$ cat src/rtl/divider_32x16_unsign_seq_if.sv
// Handshake and data bundle for the sequential unsigned divider.
//   start        : request; the divider samples it only when it is idle or done
//   dividend     : 2*width-bit unsigned dividend, captured on the accepted start edge
//   divisor      : width-bit unsigned divisor, captured on the accepted start edge
//   busy         : high while an operation is iterating
//   done         : one-cycle pulse; quotient/remainder/div_by_zero are valid
//   quotient     : 2*width-bit registered quotient
//   remainder    : width-bit registered remainder
//   div_by_zero  : registered flag; set with the results when the divisor was 0
// The master drives the request; the slave is the divider.
interface divider_32x16_unsign_seq_if #(
  parameter int width = 16
);
  logic               start;
  logic [2*width-1:0] dividend;
  logic [width-1:0]   divisor;
  logic               busy;
  logic               done;
  logic [2*width-1:0] quotient;
  logic [width-1:0]   remainder;
  logic               div_by_zero;

  modport master (
    output start, dividend, divisor,
    input  busy, done, quotient, remainder, div_by_zero
  );

  modport slave (
    input  start, dividend, divisor,
    output busy, done, quotient, remainder, div_by_zero
  );
endinterface

$ cat src/rtl/divider_32x16_unsign_seq.sv
// Sequential unsigned restoring divider: a 2*width-bit dividend divided by a
// width-bit divisor, one quotient bit per clock, fixed latency of 2*width
// cycles from the accepted start edge to the done pulse.
// Ports:
//   clk      : rising-edge clock
//   reset_n  : asynchronous active-low reset; aborts any operation in flight
//   bus      : slave side of divider_32x16_unsign_seq_if (start/busy/done
//              handshake, operands in, registered results out)
// A zero divisor still runs the full iteration; the results are then forced to
// quotient = all ones, remainder = low half of the dividend, div_by_zero = 1.
module divider_32x16_unsign_seq #(
  parameter int width = 16
) (
  input  logic                           clk,
  input  logic                           reset_n,
  divider_32x16_unsign_seq_if.slave      bus
);

  localparam int                 DW   = 2 * width;
  localparam int                 CW   = $clog2(DW);
  localparam logic [CW-1:0]      LAST = CW'(DW - 1);

  typedef enum logic [1:0] {
    IDLE = 2'd0,
    RUN  = 2'd1,
    DONE = 2'd2
  } state_e;

  state_e            state_q, state_d;
  logic [CW-1:0]     cnt_q, cnt_d;
  logic [width:0]    prem_q, prem_d;     // partial remainder, width+1 bits
  logic [DW-1:0]     work_q, work_d;     // dividend bits shift out, quotient bits shift in
  logic [width-1:0]  dvs_q, dvs_d;
  logic              busy_q, busy_d;
  logic              done_q, done_d;
  logic [DW-1:0]     quot_q, quot_d;
  logic [width-1:0]  rem_q, rem_d;
  logic              dbz_q, dbz_d;

  // One restoring step on the current working registers.
  logic [width+1:0]  shifted;
  logic [width:0]    trial;
  logic              fits;
  logic [width:0]    step_prem;
  logic [DW-1:0]     step_work;

  always_comb begin
    shifted   = {prem_q, work_q[DW-1]};
    trial     = shifted[width:0] - {1'b0, dvs_q};
    fits      = (shifted >= {2'b00, dvs_q});
    step_prem = fits ? trial : shifted[width:0];
    step_work = {work_q[DW-2:0], fits};
  end

  always_comb begin
    // NOTE: every next-state value gets a default first, so no path through the
    // case statement can leave one unassigned and infer a latch.
    state_d = state_q;
    cnt_d   = cnt_q;
    prem_d  = prem_q;
    work_d  = work_q;
    dvs_d   = dvs_q;
    busy_d  = busy_q;
    done_d  = 1'b0;
    quot_d  = quot_q;
    rem_d   = rem_q;
    dbz_d   = dbz_q;

    case (state_q)
      IDLE, DONE: begin
        if (bus.start) begin
          state_d = RUN;
          busy_d  = 1'b1;
          work_d  = bus.dividend;
          dvs_d   = bus.divisor;
          prem_d  = '0;
          cnt_d   = '0;
        end else begin
          state_d = IDLE;
        end
      end

      RUN: begin
        prem_d = step_prem;
        work_d = step_work;
        cnt_d  = cnt_q + CW'(1);
        if (cnt_q == LAST) begin
          state_d = DONE;
          busy_d  = 1'b0;
          done_d  = 1'b1;
          cnt_d   = '0;
          if (dvs_q == '0) begin
            // Every trial succeeds against a zero divisor, so the partial
            // remainder has simply collected the last dividend bits.
            quot_d = '1;
            rem_d  = step_prem[width-1:0];
            dbz_d  = 1'b1;
          end else begin
            quot_d = step_work;
            rem_d  = step_prem[width-1:0];
            dbz_d  = 1'b0;
          end
        end
      end

      default: begin
        state_d = IDLE;
        busy_d  = 1'b0;
      end
    endcase
  end

  // NOTE: the asynchronous reset clears every register, datapath included, so
  // an aborted operation leaves nothing behind that a later one could observe.
  always_ff @(posedge clk or negedge reset_n) begin
    if (!reset_n) begin
      state_q <= IDLE;
      cnt_q   <= '0;
      prem_q  <= '0;
      work_q  <= '0;
      dvs_q   <= '0;
      busy_q  <= 1'b0;
      done_q  <= 1'b0;
      quot_q  <= '0;
      rem_q   <= '0;
      dbz_q   <= 1'b0;
    end else begin
      // NOTE: non-blocking assignments here so every register samples the
      // values from before this edge, regardless of statement order.
      state_q <= state_d;
      cnt_q   <= cnt_d;
      prem_q  <= prem_d;
      work_q  <= work_d;
      dvs_q   <= dvs_d;
      busy_q  <= busy_d;
      done_q  <= done_d;
      quot_q  <= quot_d;
      rem_q   <= rem_d;
      dbz_q   <= dbz_d;
    end
  end

  assign bus.busy        = busy_q;
  assign bus.done        = done_q;
  assign bus.quotient    = quot_q;
  assign bus.remainder   = rem_q;
  assign bus.div_by_zero = dbz_q;

endmodule

$ cat src/flat_wrapper.sv
// flat-port wrapper written by rule: the top's interface ports become plain ports
module divider_32x16_unsign_seq_flat 
#(
  parameter int width = 16
)
  (clk, reset_n, bus_start, bus_dividend, bus_divisor, bus_busy, bus_done, bus_quotient, bus_remainder, bus_div_by_zero);
  divider_32x16_unsign_seq_if #(.width(width)) bus_i ();
  input  logic clk;
  input  logic reset_n;
  input wire logic [$bits(bus_i.start)-1:0] bus_start;
  input wire logic [$bits(bus_i.dividend)-1:0] bus_dividend;
  input wire logic [$bits(bus_i.divisor)-1:0] bus_divisor;
  output wire logic [$bits(bus_i.busy)-1:0] bus_busy;
  output wire logic [$bits(bus_i.done)-1:0] bus_done;
  output wire logic [$bits(bus_i.quotient)-1:0] bus_quotient;
  output wire logic [$bits(bus_i.remainder)-1:0] bus_remainder;
  output wire logic [$bits(bus_i.div_by_zero)-1:0] bus_div_by_zero;
  assign bus_i.start = bus_start;
  assign bus_i.dividend = bus_dividend;
  assign bus_i.divisor = bus_divisor;
  assign bus_busy = bus_i.busy;
  assign bus_done = bus_i.done;
  assign bus_quotient = bus_i.quotient;
  assign bus_remainder = bus_i.remainder;
  assign bus_div_by_zero = bus_i.div_by_zero;
  divider_32x16_unsign_seq #(.width(width)) u_core (.clk(clk), .reset_n(reset_n), .bus(bus_i));
endmodule
$ cat config.mk
export PLATFORM = sky130hd
export DESIGN_NAME = divider_32x16_unsign_seq_flat
export DESIGN_NICKNAME = d
export VERILOG_FILES = /design/src/rtl/divider_32x16_unsign_seq_if.sv /design/src/rtl/divider_32x16_unsign_seq.sv /design/src/flat_wrapper.sv
export SDC_FILE = /design/constraint.sdc
export NUM_CORES = 1
export LEC_CHECK = 0
export CAP_MARGIN = 20
export CORE_UTILIZATION = 45
export DETAILED_ROUTE_END_ITERATION = 7
export PLACE_DENSITY = 0.78
export SLEW_MARGIN = 0
export SYNTH_ARGS = -nofsm -noshare
export SYNTH_HDL_FRONTEND = slang
export SYNTH_SLANG_ARGS = --single-unit
$ cat constraint.sdc
create_clock -name clk -period 2.5 [get_ports clk]
set_clock_uncertainty 0.2 [all_clocks]
set_input_delay 0.25 -clock clk [delete_from_list [all_inputs] [get_ports clk]]
set_output_delay 0.25 -clock clk [all_outputs]
set_load 0.05 [all_outputs]
==> results_dict.tcl, run 1 <==
set metrics [dict create \
    run_status "finished, violations left" \
    failing_checks "setup timing" \
    final.hold.worst_slack_ps 201 \
    yosysTopAreaCellShare 0.530 \
    tritoncts.num_buffers 17 \
    fin_nets 786 \
    post_detailed_placement_half_perimeter_wirelength_um 10100 \
    fp.coreArea_um2 12600 \
    cts_tree "built" \
    final_max_slew_viol_count 0 \
    timing.hold.worst.class "input port to register" \
    synth.yosys.warnings 0 \
    finalNonFillerCells 901 \
    critPathKind "register to register" \
    design.die.area_um2 13400 \
    slew_headroom 0.412 \
    final.min_clock_period_ps 2670 \
    numPortBuffers 101 \
    totalWireLength_um 15300 \
    die_span_in_y_um 116 \
    area_growth_syn_to_layout_pct 41.8 \
    vias 4853 \
    worst_ep_required_time_ps 2570 \
    synth_top_flop_cell "sky130_fd_sc_hd__dfrtp_1" \
    ys_async_sr_fraction 1.00 \
    synth_fp_nets 636 \
    chipWidth_um 116 \
    clock_insertion_delay_worst_skew_ps 420 \
    pin_count 102 \
    h-tree-depth 4 \
    critical_path_max_stage_delay_ps 390 \
    tritoncts_num_sinks 123 \
    timing.final.setup_violations 34 \
    timing.critical_path.cells "inv_2 > ha_4 > inv_2 > fa_2 > a21oi_2 > o211ai_2 > a221oi_4 > a22o_4 > buf_12 > mux2i_2 > o21ai_1" \
    finalCoreUtilization 0.652 \
    netlist-cell-type-count 51 \
    fin_tns_setup_ps -3700 \
    path_clk_slew_ps 50 \
    critical-path-top-delay-family "compound AO/OA/AOI/OAI gates" \
    initial_utilization 0.460 \
    critical_path_startpoint_category "register" \
    antenna_found_initial 0 \
    place_congestion 0.914 \
    worst_pin_slew_ps 883 \
    report.final.hold_viol_count 0 \
    max-clock-path-buffers 2 \
    synth_top_cells_by_area "sky130_fd_sc_hd__dfrtp_1 (53%), sky130_fd_sc_hd__mux2i_1 (6.2%), sky130_fd_sc_hd__o21ai_0 (5.5%), sky130_fd_sc_hd__nand2_1 (5.5%), sky130_fd_sc_hd__o22a_1 (4.7%)" \
    diodes 0 \
    timing.final.crit_share 1.07 \
    cp.buffers_inverters 3 \
    slowest_stage "sky130_fd_sc_hd__dfrtp_1" \
    wl_per_cell_um 17.0 \
    max_cap_check_violation_count 0 \
    endpoint_kind "register" \
    grt_overflow_total 0 \
    synth_seq_cells 123 \
    max_freq_mhz 374 \
    layout-drive-gt1-share 0.192 \
    rsz_0062_raised_after_global_routing "true" \
    initialDrtViolationCount 280 \
    post-place-cells 862 \
    synth_area_per_cell_um2 10.3 \
    root_buffer "sky130_fd_sc_hd__clkbuf_16" \
    synth_area_um2 5810 \
    drt_pre_antenna_iters 4 \
    synthDominantAreaCellType "sky130_fd_sc_hd__dfrtp_1" \
    globalRouteTotalUtil 0.244 \
    fin_ws_ps -173 \
    synth_sequential_area_ratio 0.530 \
    grt_pass1_vias 4982 \
    drc_violation_count_after_routing 0 \
    wire_length_of_the_first_global_routing_pass_um 24400 \
    post_drt_via_cell_ratio 5.39 \
    synth_cells 566 \
    worstPathMaxFanout 8 \
    drt.antenna.violating_nets 0 \
    number_of_enable_flip_flop_cells_after_synthesis 0 \
    placementRows 41 \
    arrival_time_at_the_worst_endpoint_ps 2740 \
    grt_max_degree 124 \
    cpMostUsedCell "sky130_fd_sc_hd__inv_2" \
]
-- cell type report --
class / instances / area [um^2]
multi-input combinational: 386 / 2730
timing repair buffer: 167 / 1560
fill: 1013 / 4390
tap: 172 / 215
sequential: 123 / 3080
clock inverter: 10 / 118
clock buffer: 22 / 454
inverter: 21 / 78.8
-- per-layer routing --
layer  GRT usage  part of all wire  vias up
li1            -                 -     2303
met1       0.267              0.40     2371
met2       0.418              0.50      144
met3      0.0952             0.068       35
met4       0.113             0.036        0
met5           0                 0        -
-- cell families after synthesis --
group,after synthesis,synth area share
and+or+nand+nor,141,0.105
AOI/OAI and AO/OA,175,0.197
buffers and inverters,57,0.0401
DFF,123,0.530
adders and majority gates,19,0.0422
xor gates and xnor gates,12,0.0181
muxes,39,0.0679
-- Yosys cell counts (all sizes together) (4+ instances only) --
cell type	instances
dfrtp	123
nand2	85
o21ai	84
mux2i	36
o22a	31
clkbuf	28
a21oi	24
nor2	22
inv	21
ha	18
a21o	8
buf	8
xnor2	7
nand3	6
xor2	5
a22o	4
nand4	4
nor2b	4
nor4	4
-- worst paths after layout --
| check | from | to | depth (start not counted) | slack (ps) |
|---|---|---|---|---|
| max | u_core.work_q[31]$_DFFE_PN0P_ | u_core.prem_q[5]$_DFFE_PN0P_ | 11 | -170 |
| min | bus_divisor[8] | u_core.dvs_q[8]$_DFFE_PN0P_ | 3 | 200 |
| max reg2reg | u_core.work_q[31]$_DFFE_PN0P_ | u_core.prem_q[5]$_DFFE_PN0P_ | 11 | -170 |
| min reg2reg | u_core.bus.remainder[5]$_DFFE_PN0P_ | u_core.bus.remainder[5]$_DFFE_PN0P_ | 2 | 280 |
| max in group asynchronous | reset_n | u_core.prem_q[3]$_DFFE_PN0P_ | 3 | 1270 |
| min in group asynchronous | reset_n | u_core.dvs_q[6]$_DFFE_PN0P_ | 3 | 250 |
-- worst register-to-register path, stage by stage (launching register included) --
cell and delay, ps:
sky130_fd_sc_hd__dfrtp_1 390, sky130_fd_sc_hd__inv_2 80, sky130_fd_sc_hd__ha_4 130, sky130_fd_sc_hd__inv_2 30
sky130_fd_sc_hd__fa_2 340, sky130_fd_sc_hd__a21oi_2 170, sky130_fd_sc_hd__o211ai_2 150, sky130_fd_sc_hd__a221oi_4 310
sky130_fd_sc_hd__a22o_4 240, sky130_fd_sc_hd__buf_12 150, sky130_fd_sc_hd__mux2i_2 260, sky130_fd_sc_hd__o21ai_1 80
-- metrics by stage --
stage                     setup slack [ps]  instance area (um^2)
after floorplan                      -87.0                  5810
after global placement                -129                  7370
after detailed placement              -223                  7370
after CTS                             -173                  8040
after global routing                  -320                  8230
final                                 -173                  8230
-- cell usage in the layout (no fill, tap or decap), types with 3 or more instances in the layout --
| cell type | count |
|---|---|
| sky130_fd_sc_hd__dfrtp_1 | 122 |
| sky130_fd_sc_hd__clkdlybuf4s50_1 | 100 |
| sky130_fd_sc_hd__nand2_1 | 85 |
| sky130_fd_sc_hd__buf_4 | 61 |
| sky130_fd_sc_hd__o21ai_0 | 53 |
| sky130_fd_sc_hd__o22a_1 | 31 |
| sky130_fd_sc_hd__mux2i_1 | 30 |
| sky130_fd_sc_hd__o21ai_1 | 28 |
| sky130_fd_sc_hd__inv_1 | 19 |
| sky130_fd_sc_hd__nor2_1 | 18 |
| sky130_fd_sc_hd__clkbuf_16 | 18 |
| sky130_fd_sc_hd__a21oi_1 | 14 |
| sky130_fd_sc_hd__ha_1 | 14 |
| sky130_fd_sc_hd__a21oi_2 | 9 |
| sky130_fd_sc_hd__a21o_1 | 8 |
| sky130_fd_sc_hd__xnor2_1 | 7 |
| sky130_fd_sc_hd__nand3_1 | 6 |
| sky130_fd_sc_hd__nor4_1 | 4 |
| sky130_fd_sc_hd__nand4_1 | 4 |
| sky130_fd_sc_hd__xor2_1 | 4 |
| sky130_fd_sc_hd__mux2i_2 | 4 |
| sky130_fd_sc_hd__clkbuf_1 | 4 |
| sky130_fd_sc_hd__clkinvlp_4 | 4 |
| sky130_fd_sc_hd__and3_1 | 3 |
| sky130_fd_sc_hd__nor2b_4 | 3 |
| sky130_fd_sc_hd__o21ai_2 | 3 |
| sky130_fd_sc_hd__nand2b_1 | 3 |
| sky130_fd_sc_hd__or3_1 | 3 |
| sky130_fd_sc_hd__o31ai_1 | 3 |
| sky130_fd_sc_hd__nor2_4 | 3 |
| sky130_fd_sc_hd__nor3_1 | 3 |
| sky130_fd_sc_hd__a22o_1 | 3 |
| sky130_fd_sc_hd__ha_4 | 3 |
-- state kept, by name (all words and copies together) (netlist names), 2 cells and up --
| name | flops |
|---|---|
| u_core.bus.remainder | 16 |
| u_core.work_q | 32 |
| u_core.cnt_q | 5 |
| u_core.dvs_q | 16 |
| u_core.prem_q | 17 |
| u_core.bus.quotient | 32 |
| u_core.state_q | 2 |
-- timing repair --
| action | 4_1_cts | 5_1_grt |
|---|---|---|
| pin swaps | 3 | 5 |
| buffers inserted | 1 | 4 |
| endpoints found under the setup margin | 34 | 40 |
| cloned | 0 | 1 |
| hold endpoints to repair | 123 | 0 |
| resized for setup | 15 | 31 |
| hold buffers | 1 | 0 |
Power of run 1 is not shown: default switching activity piles up to over one toggle a cycle in this logic, so the estimate is an artifact.
==> inputs of run 2 (changes only) <==
Settings changed: CORE_ASPECT_RATIO set to 0.75, CORE_UTILIZATION 45 to 35, PLACE_DENSITY 0.78 to 0.64.
==> run 2 against run 1 <==
  * The run still ends with setup timing left
  * Critical path depth increased by 1
  * Global-route usage decreased by 5.0 points
  * Worst hold slack got worse by 74 ps
  * Final cell count increased by 4.7%
  * Sequential cell count unchanged
  * Sequential share of layout area decreased by 1.5 points
  * Count of clock-buffer cells in the layout unchanged
  * Via count increased by 0.70%
  * Setup slack got worse by 58 ps
  * Critical path type unchanged
  * Largest cell class unchanged
==> results_dict.tcl, run 2 (same netlist as run 1, synthesis figures left out) <==
set metrics [dict create \
    run_status "finished, violations left" \
    failing_checks "setup timing" \
    initialDrtViolationCount 315 \
    met2_usage 0.285 \
    grt_max_degree 48 \
    drt.antenna.violating_nets 0 \
    endpoint_kind "register" \
    root_buffer "sky130_fd_sc_hd__clkbuf_16" \
    worstPathMaxFanout 6 \
    diodes 0 \
    mostFrequentLayoutCell "sky130_fd_sc_hd__dfrtp_1" \
    fin_nets 790 \
    totalWireLength_um 16200 \
    timing.final.crit_share 1.09 \
    final.min_clock_period_ps 2730 \
    max_freq_mhz 366 \
    max-clock-path-buffers 2 \
    layout-drive-gt1-share 0.213 \
    post_detailed_placement_half_perimeter_wirelength_um 10900 \
    drt_pre_antenna_iters 5 \
    vias 4887 \
    slew_headroom 0.636 \
    h-tree-depth 4 \
    rsz_0062_raised_after_global_routing "true" \
    initial_utilization 0.360 \
    report.final.hold_viol_count 0 \
    chipWidth_um 151 \
    drc_violation_count_after_routing 0 \
    worst_pin_slew_ps 544 \
    postPlaceCellArea_um2 7380 \
    design.die.area_um2 17100 \
    globalRouteTotalUtil 0.194 \
    layout.filler_cells 1373 \
    wire_length_of_the_first_global_routing_pass_um 25200 \
    groute.layer.met1.usage 0.281 \
    final_max_slew_viol_count 0 \
    fp.coreArea_um2 16100 \
    area_growth_syn_to_layout_pct 47.7 \
    clock_insertion_delay_worst_skew_ps 420 \
    critical_path_startpoint_category "register" \
    post_drt_via_cell_ratio 5.18 \
    die_span_in_y_um 114 \
    globalRoute.busiestLayer "met2" \
    postLayoutCellArea_um2 8580 \
    max_cap_check_violation_count 0 \
    pin_count 102 \
    grt_overflow_total 0 \
    tritoncts_num_sinks 123 \
    wl_per_cell_um 17.1 \
    fin_tns_setup_ps -5880 \
    place_congestion 0.835 \
    final.hold.worst_slack_ps 127 \
    numPortBuffers 101 \
    grt_pass1_vias 4843 \
    cts_tree "built" \
    arrival_time_at_the_worst_endpoint_ps 2830 \
    fin_ws_ps -231 \
    timing.final.setup_violations 34 \
    gr-usage-met3 0.0452 \
    antenna_found_initial 0 \
    layout.cells.most_common_list "sky130_fd_sc_hd__dfrtp_1 (122), sky130_fd_sc_hd__clkdlybuf4s50_1 (100), sky130_fd_sc_hd__nand2_1 (85)" \
    tritoncts.num_buffers 17 \
    timing.hold.worst.class "input port to async pin" \
    r2r_slack_ps -230 \
    path_clk_slew_ps 60 \
    worst_ep_required_time_ps 2600 \
    critPathKind "register to register" \
    placementRows 40 \
]
[run 2: changes by cell type in the layout (fill, tap and decap cells not counted), moves of 3 or more]
cell,before,now
sky130_fd_sc_hd__clkbuf_8,1,4
sky130_fd_sc_hd__buf_4,61,58
sky130_fd_sc_hd__mux2i_2,4,1
sky130_fd_sc_hd__clkinvlp_4,4,1
sky130_fd_sc_hd__a21oi_4,1,5
sky130_fd_sc_hd__mux2i_4,2,5
sky130_fd_sc_hd__a21oi_2,9,5
sky130_fd_sc_hd__buf_6,2,6
sky130_fd_sc_hd__nor2_2,1,4
sky130_fd_sc_hd__clkbuf_1,4,1
sky130_fd_sc_hd__bufinv_16,2,6
sky130_fd_sc_hd__nor2_1,18,14
[run 2: path summary, 6_finish.rpt]
kind | startpoint | to | depth (start not counted)
max in group asynchronous | reset_n | u_core.prem_q[4]$_DFFE_PN0P_ | 3
min | reset_n | u_core.bus.quotient[23]$_DFFE_PN0P_ | 2
max | u_core.work_q[31]$_DFFE_PN0P_ | u_core.work_q[0]$_DFFE_PN0P_ | 12
min in group clk | bus_divisor[8] | u_core.dvs_q[8]$_DFFE_PN0P_ | 3
max reg2reg | u_core.work_q[31]$_DFFE_PN0P_ | u_core.work_q[0]$_DFFE_PN0P_ | 12
min reg2reg | u_core.bus.remainder[5]$_DFFE_PN0P_ | u_core.bus.remainder[5]$_DFFE_PN0P_ | 2
[run 2: critical path, cell delays in order, from the launching register on]
cell,delay (ps)
sky130_fd_sc_hd__dfrtp_1,390
sky130_fd_sc_hd__inv_2,80
sky130_fd_sc_hd__ha_4,130
sky130_fd_sc_hd__inv_2,40
sky130_fd_sc_hd__fa_2,360
sky130_fd_sc_hd__a21oi_4,180
sky130_fd_sc_hd__o211ai_4,100
sky130_fd_sc_hd__a221oi_4,340
sky130_fd_sc_hd__a22o_4,260
sky130_fd_sc_hd__buf_6,120
sky130_fd_sc_hd__buf_6,120
sky130_fd_sc_hd__nor2_4,30
sky130_fd_sc_hd__a221o_1,250
[run 2: through the flow]
| stage | worst slack [ps] | std cells | util |
|---|---|---|---|
| 2_1_floorplan | -87.0 | 566 | - |
| 3_3_place_gp | -156 | 894 | 0.458 |
| 3_5_place_dp | -284 | 894 | 0.458 |
| 4_1_cts | -199 | 937 | 0.520 |
| 5_1_grt | -324 | 943 | 0.532 |
| 6_report | -231 | 943 | 0.532 |
[run 2: cell type report]
| type | count | area, um^2 | share of cell area |
|---|---|---|---|
| clock buffer | 22 | 484 | 0.0565 |
| clock inverter | 10 | 210 | 0.0245 |
| inverter | 21 | 78.8 | 0.00919 |
| multi-input combinational | 386 | 2830 | 0.330 |
| sequential | 123 | 3080 | 0.359 |
| tap | 210 | 263 | 0.0306 |
| timing repair buffer | 171 | 1630 | 0.191 |
[run 2: routing by layer]
| metal | vias to the layer above | share of wire | wire length (um) |
|---|---|---|---|
| met4 | 0 | 0.012 | 201 |
| li1 | 2319 | - | - |
| met1 | 2445 | 0.50 | 8030 |
| met2 | 108 | 0.44 | 7130 |
| met3 | 15 | 0.050 | 809 |
| met5 | - | 0 | 0 |
[run 2: what timing repair did]
action	4_1_cts	5_1_grt
gates resized for setup	31	38
hold endpoints to repair	35	0
pin swaps	6	14
buffers inserted	9	7
hold buffers	1	0
endpoints found under the setup margin	34	35
gates cloned	2	1
Power of run 2 is left out for the same reason.
